**src/rtl/fb_write_arbiter.sv**
```systemverilog
// fb_write_arbiter: owns the framebuffer RAM write port. Shares it between two
// pixel-writing players (round-robin) and a full-screen clear sweep that runs
// after reset or on request. Coordinates are turned into linear addresses here.
module fb_write_arbiter #(
    parameter int   WIDTH       = 640,
    parameter int   HEIGHT      = 480,
    parameter int   ADDR_W      = 19,
    parameter int   XY_W        = 11,
    parameter logic CLEAR_VALUE = 1'b0
) (
    input  logic              i_clock,
    input  logic              i_reset,
    input  logic              i_clear_req,
    input  logic              i_req0,
    input  logic [XY_W-1:0]   i_x0,
    input  logic [XY_W-1:0]   i_y0,
    input  logic              i_data0,
    input  logic              i_req1,
    input  logic [XY_W-1:0]   i_x1,
    input  logic [XY_W-1:0]   i_y1,
    input  logic              i_data1,
    output logic              o_ack0,
    output logic              o_ack1,
    output logic              o_err0,
    output logic              o_err1,
    output logic [ADDR_W-1:0] o_ram_write_address,
    output logic              o_ram_write_data,
    output logic              o_ram_write_enabled,
    output logic              o_ready
);

    typedef enum logic {ST_CLEAR, ST_RUN} state_t;

    localparam logic [ADDR_W-1:0] LAST_ADDR = ADDR_W'(WIDTH * HEIGHT - 1);
    localparam logic [XY_W-1:0]   W_XY      = XY_W'(WIDTH);
    localparam logic [XY_W-1:0]   H_XY      = XY_W'(HEIGHT);

    // Registered state and outputs
    state_t              r_state;
    logic [ADDR_W-1:0]   r_clr_cnt;
    logic                r_rr_ptr;      // player favoured when both are eligible
    logic [1:0]          r_ack;
    logic [1:0]          r_err;
    logic                r_wren;
    logic [ADDR_W-1:0]   r_addr;
    logic                r_data;
    logic                r_ready;

    // Next-state values
    state_t              w_state_next;
    logic [ADDR_W-1:0]   w_clr_cnt_next;
    logic                w_rr_ptr_next;
    logic [1:0]          w_ack_next;
    logic [1:0]          w_err_next;
    logic                w_wren_next;
    logic [ADDR_W-1:0]   w_addr_next;
    logic                w_data_next;
    logic                w_ready_next;

    // Per-player request view
    logic [XY_W-1:0]     w_x [2];
    logic [XY_W-1:0]     w_y [2];
    logic [1:0]          w_req;
    logic [1:0]          w_dat;
    logic [1:0]          w_in_range;
    logic [1:0]          w_elig;
    logic [ADDR_W-1:0]   w_addr [2];
    logic                w_gnt;
    logic                w_gnt_sel;

    assign w_x[0] = i_x0;
    assign w_y[0] = i_y0;
    assign w_x[1] = i_x1;
    assign w_y[1] = i_y1;
    assign w_req  = {i_req1, i_req0};
    assign w_dat  = {i_data1, i_data0};

    // A player acked this cycle is not eligible again until the next one, which
    // lets two busy players interleave at one write per cycle.
    genvar gi;
    generate
        for (gi = 0; gi < 2; gi++) begin : g_player
            assign w_in_range[gi] = (w_x[gi] < W_XY) && (w_y[gi] < H_XY);
            assign w_addr[gi]     = ADDR_W'(w_x[gi]) + ADDR_W'(w_y[gi]) * ADDR_W'(WIDTH);
            assign w_elig[gi]     = w_req[gi] && !r_ack[gi];
        end
    endgenerate

    // Next-state logic: clear request beats everything, then sweep or arbitrate
    always_comb begin
        w_state_next   = r_state;
        w_clr_cnt_next = r_clr_cnt;
        w_rr_ptr_next  = r_rr_ptr;
        w_ack_next     = 2'b00;
        w_err_next     = 2'b00;
        w_wren_next    = 1'b0;
        w_addr_next    = r_addr;
        w_data_next    = r_data;
        w_ready_next   = r_ready;
        w_gnt          = 1'b0;
        w_gnt_sel      = 1'b0;

        if (i_clear_req) begin
            w_state_next   = ST_CLEAR;
            w_clr_cnt_next = '0;
            w_ready_next   = 1'b0;
        end else begin
            case (r_state)
                ST_CLEAR: begin
                    w_wren_next    = 1'b1;
                    w_addr_next    = r_clr_cnt;
                    w_data_next    = CLEAR_VALUE;
                    w_ready_next   = 1'b0;
                    w_clr_cnt_next = r_clr_cnt + 1'b1;
                    if (r_clr_cnt == LAST_ADDR) begin
                        w_state_next = ST_RUN;
                    end
                end
                default: begin
                    w_ready_next = 1'b1;
                    // Grants start only once ready has been visible for a cycle
                    if (r_ready) begin
                        if (w_elig[0] && w_elig[1]) begin
                            w_gnt     = 1'b1;
                            w_gnt_sel = r_rr_ptr;
                        end else if (w_elig[0]) begin
                            w_gnt     = 1'b1;
                            w_gnt_sel = 1'b0;
                        end else if (w_elig[1]) begin
                            w_gnt     = 1'b1;
                            w_gnt_sel = 1'b1;
                        end
                    end
                    if (w_gnt) begin
                        w_ack_next[w_gnt_sel] = 1'b1;
                        w_rr_ptr_next         = ~w_gnt_sel;
                        if (w_in_range[w_gnt_sel]) begin
                            w_wren_next = 1'b1;
                            w_addr_next = w_addr[w_gnt_sel];
                            w_data_next = w_dat[w_gnt_sel];
                        end else begin
                            w_err_next[w_gnt_sel] = 1'b1;
                        end
                    end
                end
            endcase
        end
    end

    // State and output registers with synchronous reset into a fresh sweep
    always_ff @(posedge i_clock) begin
        if (i_reset) begin
            r_state   <= ST_CLEAR;
            r_clr_cnt <= '0;
            r_rr_ptr  <= 1'b0;
            r_ack     <= 2'b00;
            r_err     <= 2'b00;
            r_wren    <= 1'b0;
            r_addr    <= '0;
            r_data    <= 1'b0;
            r_ready   <= 1'b0;
        end else begin
            r_state   <= w_state_next;
            r_clr_cnt <= w_clr_cnt_next;
            r_rr_ptr  <= w_rr_ptr_next;
            r_ack     <= w_ack_next;
            r_err     <= w_err_next;
            r_wren    <= w_wren_next;
            r_addr    <= w_addr_next;
            r_data    <= w_data_next;
            r_ready   <= w_ready_next;
        end
    end

    assign o_ack0              = r_ack[0];
    assign o_ack1              = r_ack[1];
    assign o_err0              = r_err[0];
    assign o_err1              = r_err[1];
    assign o_ram_write_address = r_addr;
    assign o_ram_write_data    = r_data;
    assign o_ram_write_enabled = r_wren;
    assign o_ready             = r_ready;

endmodule
```
**config.mk**
```make
export PLATFORM = sky130hd
export DESIGN_NAME = fb_write_arbiter
export DESIGN_NICKNAME = d
export VERILOG_FILES = /design/src/rtl/fb_write_arbiter.sv
export SDC_FILE = /design/constraint.sdc
export NUM_CORES = 1
export LEC_CHECK = 0
export ABC_AREA = 0
export BUFFER_PORTS_ARGS = -buffer_cell sky130_fd_sc_hd__buf_2
export CORE_UTILIZATION = 55
export CTS_CLUSTER_SIZE = 14
export DETAILED_ROUTE_END_ITERATION = 8
export GPL_TIMING_DRIVEN = 0
export PLACE_DENSITY = 0.82
export SYNTH_ARGS = -nofsm -noshare
export SYNTH_HDL_FRONTEND = slang
export SYNTH_SLANG_ARGS = --single-unit
```
**constraint.sdc**
```tcl
create_clock -name i_clock -period 4.3 [get_ports i_clock]
set_input_delay 0.86 -clock i_clock [delete_from_list [all_inputs] [get_ports i_clock]]
set_output_delay 0.86 -clock i_clock [all_outputs]
set_load 0.03 [all_outputs]
```
# ---- Word level (Yosys, flattened, before mapping)
# Cells that the tools add are included.
dict set report totals {
  regBits 47
  output_inout_bits 26
}
dict set report classes {
  n_lt_le_gt_ge 7
  bitwise_logic 5
  eq_ne 3
  add_sub_neg 3
  muxes 32
  n_reduce_logical 13
  n_mul 2
}
# cell count
set ops {}
lappend ops {{$mux W19} 6}
lappend ops {{$add A11 B19 Y19} 2}
lappend ops {{$mux W1} 25}
lappend ops {{$mul A11 B3 Y12 const B} 2}
lappend ops {{$lt A11 B10 Y1 const B} 2}
lappend ops {{$lt A11 B9 Y1 const B} 2}
lappend ops {{$add A19 B1 Y19 const B} 1}
lappend ops {{$eq A19 B19 Y1 const B} 1}
lappend ops {{$logic_and A1 B1 Y1} 6}
lappend ops {{$reduce_and A3 Y1} 2}
lappend ops {{$reduce_or A5 Y1} 1}
lappend ops {{$ne A2 B1 Y1 const B} 2}
lappend ops {{$not A1 Y1} 4}
lappend ops {{$reduce_or A4 Y1} 1}
lappend ops {{$ge A2 B2 Y1 const B} 1}
lappend ops {{$logic_not A1 Y1} 2}
lappend ops {{$lt A1 B2 Y1 const B} 1}
lappend ops {{$not A1 Y2} 1}
lappend ops {{$reduce_or A2 Y1} 1}
lappend ops {{$demux W1 S1} 1}
lappend ops {{$ge A1 B1 Y1 const B} 1}

# ---- Logic depth before layout (Yosys ltp)
# Gate-level depths: netlist of run 1.
dict set report depth {
  word_depth 15
  ltp_mapped 11
  mapped_depth_nobuf 11
}

# ---- Least setup slack after synthesis of run 1
# OpenSTA, ideal clock, no wires.
dict set report synth_timing {
  path_kind {input -> register}
  startpoint {input i_y1[1]}
  endpoint {register r_addr[17] (netlist: o_ram_write_address[17])}
  setup_slack_ns 0.888
  path_stages 11
  setup_time_ns 0.070
  t_required_ns 4.230
  arrival_ns 3.342
  cell_sequence {ha_1 > ha_1 > fa_1 > a211o_2 > a2111o_1 > o211a_1 > nor4b_2 > xnor2_1 > a31oi_1 > o211ai_1 > a21oi_1}
}
dict set report synth_between {
  elab_chain_cells 8
  word_cells_on_any_way 14
  cone_classes {add/sub (1); mul (1); order compare (1); eq/ne (1); mux (8); reduce/logical (2)}
}
# item line_no
set synth_lines {}
lappend synth_lines {{start, declared} 20} ;# input logic [XY_W-1:0] i_y1,
lappend synth_lines {{$mul A11 B3 Y12} 84} ;# assign w_addr[gi] = ADDR_W'(w_x[gi]) + ADDR_W'(w_y[gi]) * ADDR_W'(WIDTH);
lappend synth_lines {{$add A11 B19 Y19} 84}
lappend synth_lines {{$mux W19 (implied by the code) (3 in a row)} 139} ;# w_addr_next = w_addr[w_gnt_sel];
lappend synth_lines {{$mux W19} 137} ;# if (w_in_range[w_gnt_sel]) begin
lappend synth_lines {{$mux W19} 134} ;# if (w_gnt) begin
lappend synth_lines {{$mux W19} 108} ;# case (r_state)
lappend synth_lines {{end signal, assigned} 169} ;# r_addr <= w_addr_next;
lappend synth_lines {{end, declared} 45} ;# logic [ADDR_W-1:0] r_addr;
# Several ways; a longest one is shown, not always the timed one. The select of a mux whose other input is x is not followed.
# A chain may end at the register's enable or synchronous reset.

# ---- Worst setup path in the final report of run 1
dict set report layout_timing {
  startpoint {input i_y0[1]}
  endpoint {register r_addr[18] (netlist: o_ram_write_address[18])}
}
dict set report layout_between {
  elab_chain_cells 8
  word_cells_on_any_way 14
  cone_classes {add/sub (1); mul (1); order compare (1); eq/ne (1); mux (8); reduce/logical (2)}
}
# item line_no
set layout_lines {}
lappend layout_lines {{start, declared} 16} ;# input logic [XY_W-1:0] i_y0,
lappend layout_lines {{$mul A11 B3 Y12} 84}
lappend layout_lines {{$add A11 B19 Y19} 84}
lappend layout_lines {{$mux W19 (implied by the code) (3 in a row)} 139}
lappend layout_lines {{$mux W19} 137}
lappend layout_lines {{$mux W19} 134}
lappend layout_lines {{$mux W19} 108}
# Several ways; a longest one is shown, not always the timed one. The select of a mux whose other input is x is not followed.

==> flow_summary.json, run 1 <==
{
  "status": "finished, final reports clean",
  "path_cells": "buf_2, ha_1, ha_1, fa_1, a211oi_1, nor2_1, nor4_1, and2_1, nand4_1, xnor2_1, o21ai_0, a32o_1",
  "crit_top_cell": "ha_1",
  "setup_slack_ns": 0.678,
  "grt_max_degree": 16,
  "pwr-share-seq_pct": 35.5,
  "firstDrtPassIters": 4,
  "cts_tree": "built",
  "io_buffers": 76,
  "max_stage_delay_ns": 0.45,
  "start_util_pct": 56.6,
  "clock_latency_ns": 0.31,
  "final_cells": 639,
  "arrival_ns": 3.83,
  "irDropWorstVdd_v": 0.000130,
  "htreeDepth": 2,
  "start_kind": "input pin",
  "synth_fp_nets": 573,
  "p_per_area_nw_per_um2": 281,
  "cts_resized": 0,
  "relSlewSlack_pct": 62.3,
  "drive_gt1_share_pct": 19.1,
  "power_w": 0.00125,
  "syn_inst": 475,
  "min_period_over_period_pct": 84.2,
  "finalHoldViolations": 0,
  "synth_seq_cells": 47,
  "postCtsSetupRepairBufs": 0,
  "antenna_found_initial": 0,
  "ctsHoldBuffers": 0,
  "worstHoldPathType": "reg2reg",
  "place_inst": 631,
  "dp_slack_ns": 0.374,
  "dp_hpwl_um": 8040,
  "intPower_w": 0.000848,
  "grt_usage_pct": 27.7,
  "drt_wl_total_um": 9880,
  "final-setup-viol-count": 0,
  "cp_slowest_cell": "nor4_1",
  "die_area_um2": 7290,
  "first_iter_violations": 218,
  "fin_skew_ns": 0.00620,
  "seq_area_frac_synth_pct": 24.6,
  "critical_path_class": "in2reg",
  "synth_flop_cell": "dfxtp_1",
  "drt-vias-per-instance": 5.91,
  "crit_start": "i_y0[1]",
  "min_from": "o_ram_write_address[0]",
  "async_reset_ff_share_pct": 0,
  "synth-edff-count": 0,
  "cts_buffer_depth": 2,
  "grt_setup_unrepaired": "false",
  "syn_area_um2": 3820,
  "wire_per_inst_um": 15.5,
  "clockPowerShare_pct": 31.3,
  "numCtsBuffers": 5,
  "final_max_slew_viol_count": 0,
  "hold_ws_ns": 0.464,
  "overflow": 0,
  "globalplace.congestion": 0.868,
  "path_delay_family": "adder cells",
  "critPathRequiredTime_ns": 4.51,
  "core.rowCount": 30,
  "fp.dieH_um": 85.4,
  "cts_root_buf": "clkbuf_8",
  "syn-mean-instance-area_um2": 8.05,
  "worstReg2RegStart": "r_ack[1]",
  "drc_errors": 0,
  "crit_buf_inv": 1,
  "pwr-share-comb_pct": 33.3,
  "nets": 656,
  "tns_ns": 0,
  "min_period_ns": 3.62,
  "dieWidth_um": 85.4,
  "cts_sinks": 47,
  "area_growth_syn_to_layout_pct": 16.1,
  "tightest_slew_ns": 0.559,
  "via_count": 3779,
  "p_leak_nw": 1.93,
  "io-pin-count": 77,
  "ys_types": 60,
  "synth_warnings": 0,
  "switching_share_pct": 32.0,
  "drv_cap": 0,
  "drtAntennaViolNets": 0,
  "grt_pass1_vias": 3535,
  "antenna_cells": 0,
  "grt_pass1_wl_um": 16200,
  "netSwitchingPower_w": 0.000399,
  "critPathCaptureType": "flop",
  "core_area_um2": 6760,
  "crit_fanout": 3,
  "clk_pin_slew_ns": 0.09,
  "fmax_mhz": 276
}
[through the flow]
stage          utilization [%]  area [um^2]
5_1_grt                   65.7         4440
3_5_place_dp              63.7         4310
6_report                  65.7         4440
3_3_place_gp              63.7         4310
2_1_floorplan                -         3820
4_1_cts                   65.7         4440
[power by group through the flow]
| stage | Combinational, W | Clock, W | Sequential (W) |
|---|---|---|---|
| global placement | 0.000401 | 0 | 0.000452 |
| finish | 0.000415 | 0.000390 | 0.000442 |
| detailed placement | 0.000411 | 0 | 0.000453 |
| global route | 0.000461 | 0.000414 | 0.000443 |
| floorplan | 0.000297 | 0 | 0.000460 |
| CTS | 0.000414 | 0.000394 | 0.000442 |
[metal layers]
metal / track usage, % / vias to the layer above / share of wire (%)
li1: - / 1871 / -
met1: 33.8 / 1791 / 43
met2: 49.3 / 96 / 50
met3: 3.31 / 21 / 3.9
met4: 11.5 / 0 / 3.3
met5: 0 / - / 0
[registers in the layout (all words and copies together) (netlist names), 2 cells and up]
name and cells:
o_ram_write_address 19, r_clr_cnt 19, r_ack 2, r_err 2
[layout by cell type (no fill, tap or decap), drive strengths merged, types with 4 or more instances in the layout]
| master | instances |
|---|---|
| a211oi | 8 |
| a21o | 10 |
| a21oi | 37 |
| a311o | 7 |
| and2 | 4 |
| and3 | 7 |
| buf | 85 |
| clkbuf | 14 |
| dfxtp | 47 |
| fa | 4 |
| ha | 43 |
| inv | 15 |
| nand2 | 64 |
| nand2b | 4 |
| nand3 | 13 |
| nand4 | 6 |
| nor2 | 52 |
| nor2b | 5 |
| nor3 | 7 |
| o211ai | 16 |
| o21ai | 19 |
| or3 | 8 |
| xnor2 | 19 |
| xor2 | 20 |
[final timing paths]
kind,slack (ns),cells past startpoint,end
min reg2reg,0.46,2,o_ram_write_address[0]
max,0.68,12,o_ram_write_address[18]
max reg2reg,1.82,9,o_ram_write_address[18]
min,0.46,2,o_ram_write_address[0]
[synth_stat cells, drive strengths merged, types with 2 or more instances]
cell type  count  area, um^2
a2111oi        3        63.8
a211oi         8        65.1
a21o          10        76.3
a21oi         37         185
a311o          7        70.1
a311oi         2        17.5
a31oi          3        18.8
and2           4        25.0
and3           7        43.8
buf            9        66.3
clkbuf         9        33.8
dfxtp         47         941
fa             4        80.1
ha            43         538
inv           15        56.3
nand2         64         240
nand2b         4        25.0
nand3         13        65.1
nand4          6        37.5
nor2          52         195
nor2b          5        31.3
nor3           7        35.0
nor3b          3        22.5
nor4           3        18.8
o211a          2        20.0
o211ai        16         125
o21a           2        15.0
o21ai         19        95.1
o21ba          2        20.0
o21bai         3        22.5
or2            2        12.5
or3            8        51.3
xnor2         19         174
xor2          20         175
[worst reg2reg max path: stages (launching register included)]
cell and delay (ns):
dfxtp_1 0.33, nor2b_1 0.15, o211a_1 0.31, nor2_1 0.08
o21ai_1 0.18, a21o_1 0.14, clkbuf_1 0.34, clkbuf_1 0.48
nor2_1 0.13, a32o_1 0.25
[logic make-up after synthesis]
family | Yosys count | synth area share [%]
buffers and inverters | 34 | 4.32
XOR/XNOR | 39 | 9.13
flip-flops | 47 | 24.6
adder cells (fa/ha/maj) | 47 | 16.2
AO/OA/AOI/OAI | 125 | 23.4
AND/OR/NAND/NOR | 182 | 22.1
multiplexers | 1 | 0.262
[cell type report]
type                    count  area [um^2]
plain buffers              19          109
clock buffers               5         68.8
clock inverters             3         67.6
fillers                   618         2310
inverters                  15         56.3
multi-input cells         394         2720
flip-flops and latches     47          941
well taps                  80          100
repair buffers             76          380
No activity file was read; power rests on OpenSTA's default activity.
==> inputs of run 2 (changes only) <==
Clock period 4.3 ns to 3.4 ns, I/O delays scaled along.
==> run 2 against run 1 <==
  * Final area increased by 0.48%
  * Register-to-register slack lost 0.90 ns
  * Final cell count stayed put
  * Sequential share of layout area down 0.10 points
  * Clock power grew 27%
  * Wire length increased by 0.37%
  * Hold slack about the same
  * Core utilization rose by 0.31 points
  * Clock-buffer cell count stayed put
  * Critical endpoint is now o_ram_write_address[17]
  * Critical path type unchanged
==> flow_summary.json, run 2 (synthesized netlist as in run 1, its figures left out) <==
{
  "final_cell_mix": "buf_2 (78), nand2_1 (64), nor2_1 (52), dfxtp_1 (47), ha_1 (43)",
  "status": "finished, final reports clean",
  "clockPowerShare_pct": 31.2,
  "pwr-share-comb_pct": 33.6,
  "final_max_slew_viol_count": 0,
  "dp_hpwl_um": 8040,
  "setup_slack_ns": 0.0926,
  "arrival_ns": 3.56,
  "start_kind": "input pin",
  "core_area_um2": 6760,
  "critical_path_class": "in2reg",
  "r2r-end": "o_ram_write_address[18]",
  "drt_wl_total_um": 9910,
  "fp.dieH_um": 85.4,
  "power_w": 0.00159,
  "tightest_slew_ns": 0.552,
  "final_cells": 639,
  "grt_usage_pct": 27.7,
  "cts_tree": "built",
  "min_period_over_period_pct": 97.3,
  "relSlewSlack_pct": 63.2,
  "finalHoldViolations": 0,
  "layout_commonest_cell": "buf_2",
  "core.rowCount": 30,
  "tns_ns": 0,
  "reg2regPathDepth": 9,
  "worstReg2RegStart": "r_ack[1]",
  "rrSetupSlack_ns": 0.92,
  "final_area_um2": 4460,
  "min_period_ns": 3.31,
  "place_inst": 631,
  "placed_cell_area_um2": 4310,
  "irDropWorstVdd_v": 0.000165,
  "cts_root_buf": "clkbuf_8",
  "drv_cap": 0,
  "cts_sinks": 47,
  "min_from": "o_ram_write_address[0]",
  "p_per_area_nw_per_um2": 356,
  "intPower_w": 0.00108,
  "globalplace.congestion": 0.868,
  "drt-vias-per-instance": 5.91,
  "antenna_cells": 0,
  "switching_share_pct": 32.2,
  "via_count": 3778,
  "crit_fanout": 4,
  "clock_latency_ns": 0.31,
  "die_area_um2": 7290,
  "first_iter_violations": 233,
  "grt_pass1_wl_um": 16200,
  "drc_errors": 0,
  "p_leak_nw": 1.93,
  "clk_pin_slew_ns": 0.09,
  "min_to": "o_ram_write_address[0]",
  "critPathCaptureType": "flop",
  "start_util_pct": 56.6,
  "io_buffers": 76,
  "antenna_found_initial": 0,
  "worstHoldPathType": "reg2reg",
  "fin_skew_ns": 0.00655,
  "cts_buffer_depth": 2,
  "holdPathStages": 2,
  "area_growth_syn_to_layout_pct": 16.7,
  "numCtsBuffers": 5,
  "io-pin-count": 77,
  "fmax_mhz": 302,
  "netSwitchingPower_w": 0.000512,
  "htreeDepth": 2,
  "overflow": 0,
  "grt_pass1_vias": 3539,
  "dp_slack_ns": -0.346,
  "grt_max_degree": 16,
  "final-setup-viol-count": 0,
  "nets": 656,
  "pwr-share-seq_pct": 35.2,
  "nFillCells": 610,
  "drive_gt1_share_pct": 19.9,
  "dieWidth_um": 85.4,
  "drtAntennaViolNets": 0,
  "firstDrtPassIters": 5,
  "critPathRequiredTime_ns": 3.65,
  "wire_per_inst_um": 15.5
}
==> run 2: cell counts in the layout (fill, tap and decap cells not counted) <==
Identical to the previous run, type by type.
==> run 2: worst max-delay path by stage <==
stage,cells after the start,slack [ns],startpoint,end
after floorplan,11,0.17,i_y1[1],o_ram_write_address[17]
after global placement,12,-0.28,i_y0[1],o_ram_write_address[18]
after detailed placement,12,-0.35,i_y0[1],o_ram_write_address[18]
after CTS,12,0.004,i_y0[1],o_ram_write_address[18]
after global routing,12,-0.01,i_y0[1],o_ram_write_address[18]
final,12,0.09,i_y1[1],o_ram_write_address[17]
==> run 2: repair_timing <==
item,in CTS,in global routing
buffers inserted,0,0
endpoints found under the setup margin,1,3
hold buffers,0,0
gates resized for setup,1,3
==> run 2: power by group through the flow <==
stage	clock (W)	combinational, W	sequential (W)
after detailed placement	0	0.000520	0.000572
final	0.000495	0.000534	0.000559
after global placement	0	0.000507	0.000572
after CTS	0.000498	0.000525	0.000559
after floorplan	0	0.000376	0.000581
after global routing	0.000524	0.000591	0.000560
==> run 2: metrics by stage <==
stage	hold slack, ns	utilization [%]
CTS	0.463	65.8
global placement	0.438	63.7
floorplan	0.465	-
global route	0.485	66.1
detailed placement	0.451	63.7
finish	0.464	66.1
==> run 2: layout make-up <==
type	count	area (um^2)	area share (%)
multi-input combinational	394	2740	61.4
sequential	47	941	21.1
timing repair buffer	76	380	8.52
buffer	19	109	2.44
tap	80	100	2.24
clock buffer	5	68.8	1.54
clock inverter	3	67.6	1.51
inverter	15	56.3	1.26
==> run 2: critical path: stages <==
cell and delay (ns):
buf_2 0.13, ha_1 0.31, ha_1 0.25, fa_1 0.47, a211o_2 0.40, a2111o_1 0.36
o211a_1 0.18, nor4b_2 0.18, xnor2_1 0.15, a31oi_1 0.19, o211ai_1 0.11, a21oi_1 0.12
==> run 2: metal layers <==
metal	vias to the layer above	share of wire [%]	GRT usage [%]
met2	99	50	49.4
met1	1787	42	33.7
met4	0	3.4	11.5
li1	1869	-	-
met5	-	0	0
met3	23	4.1	3.31
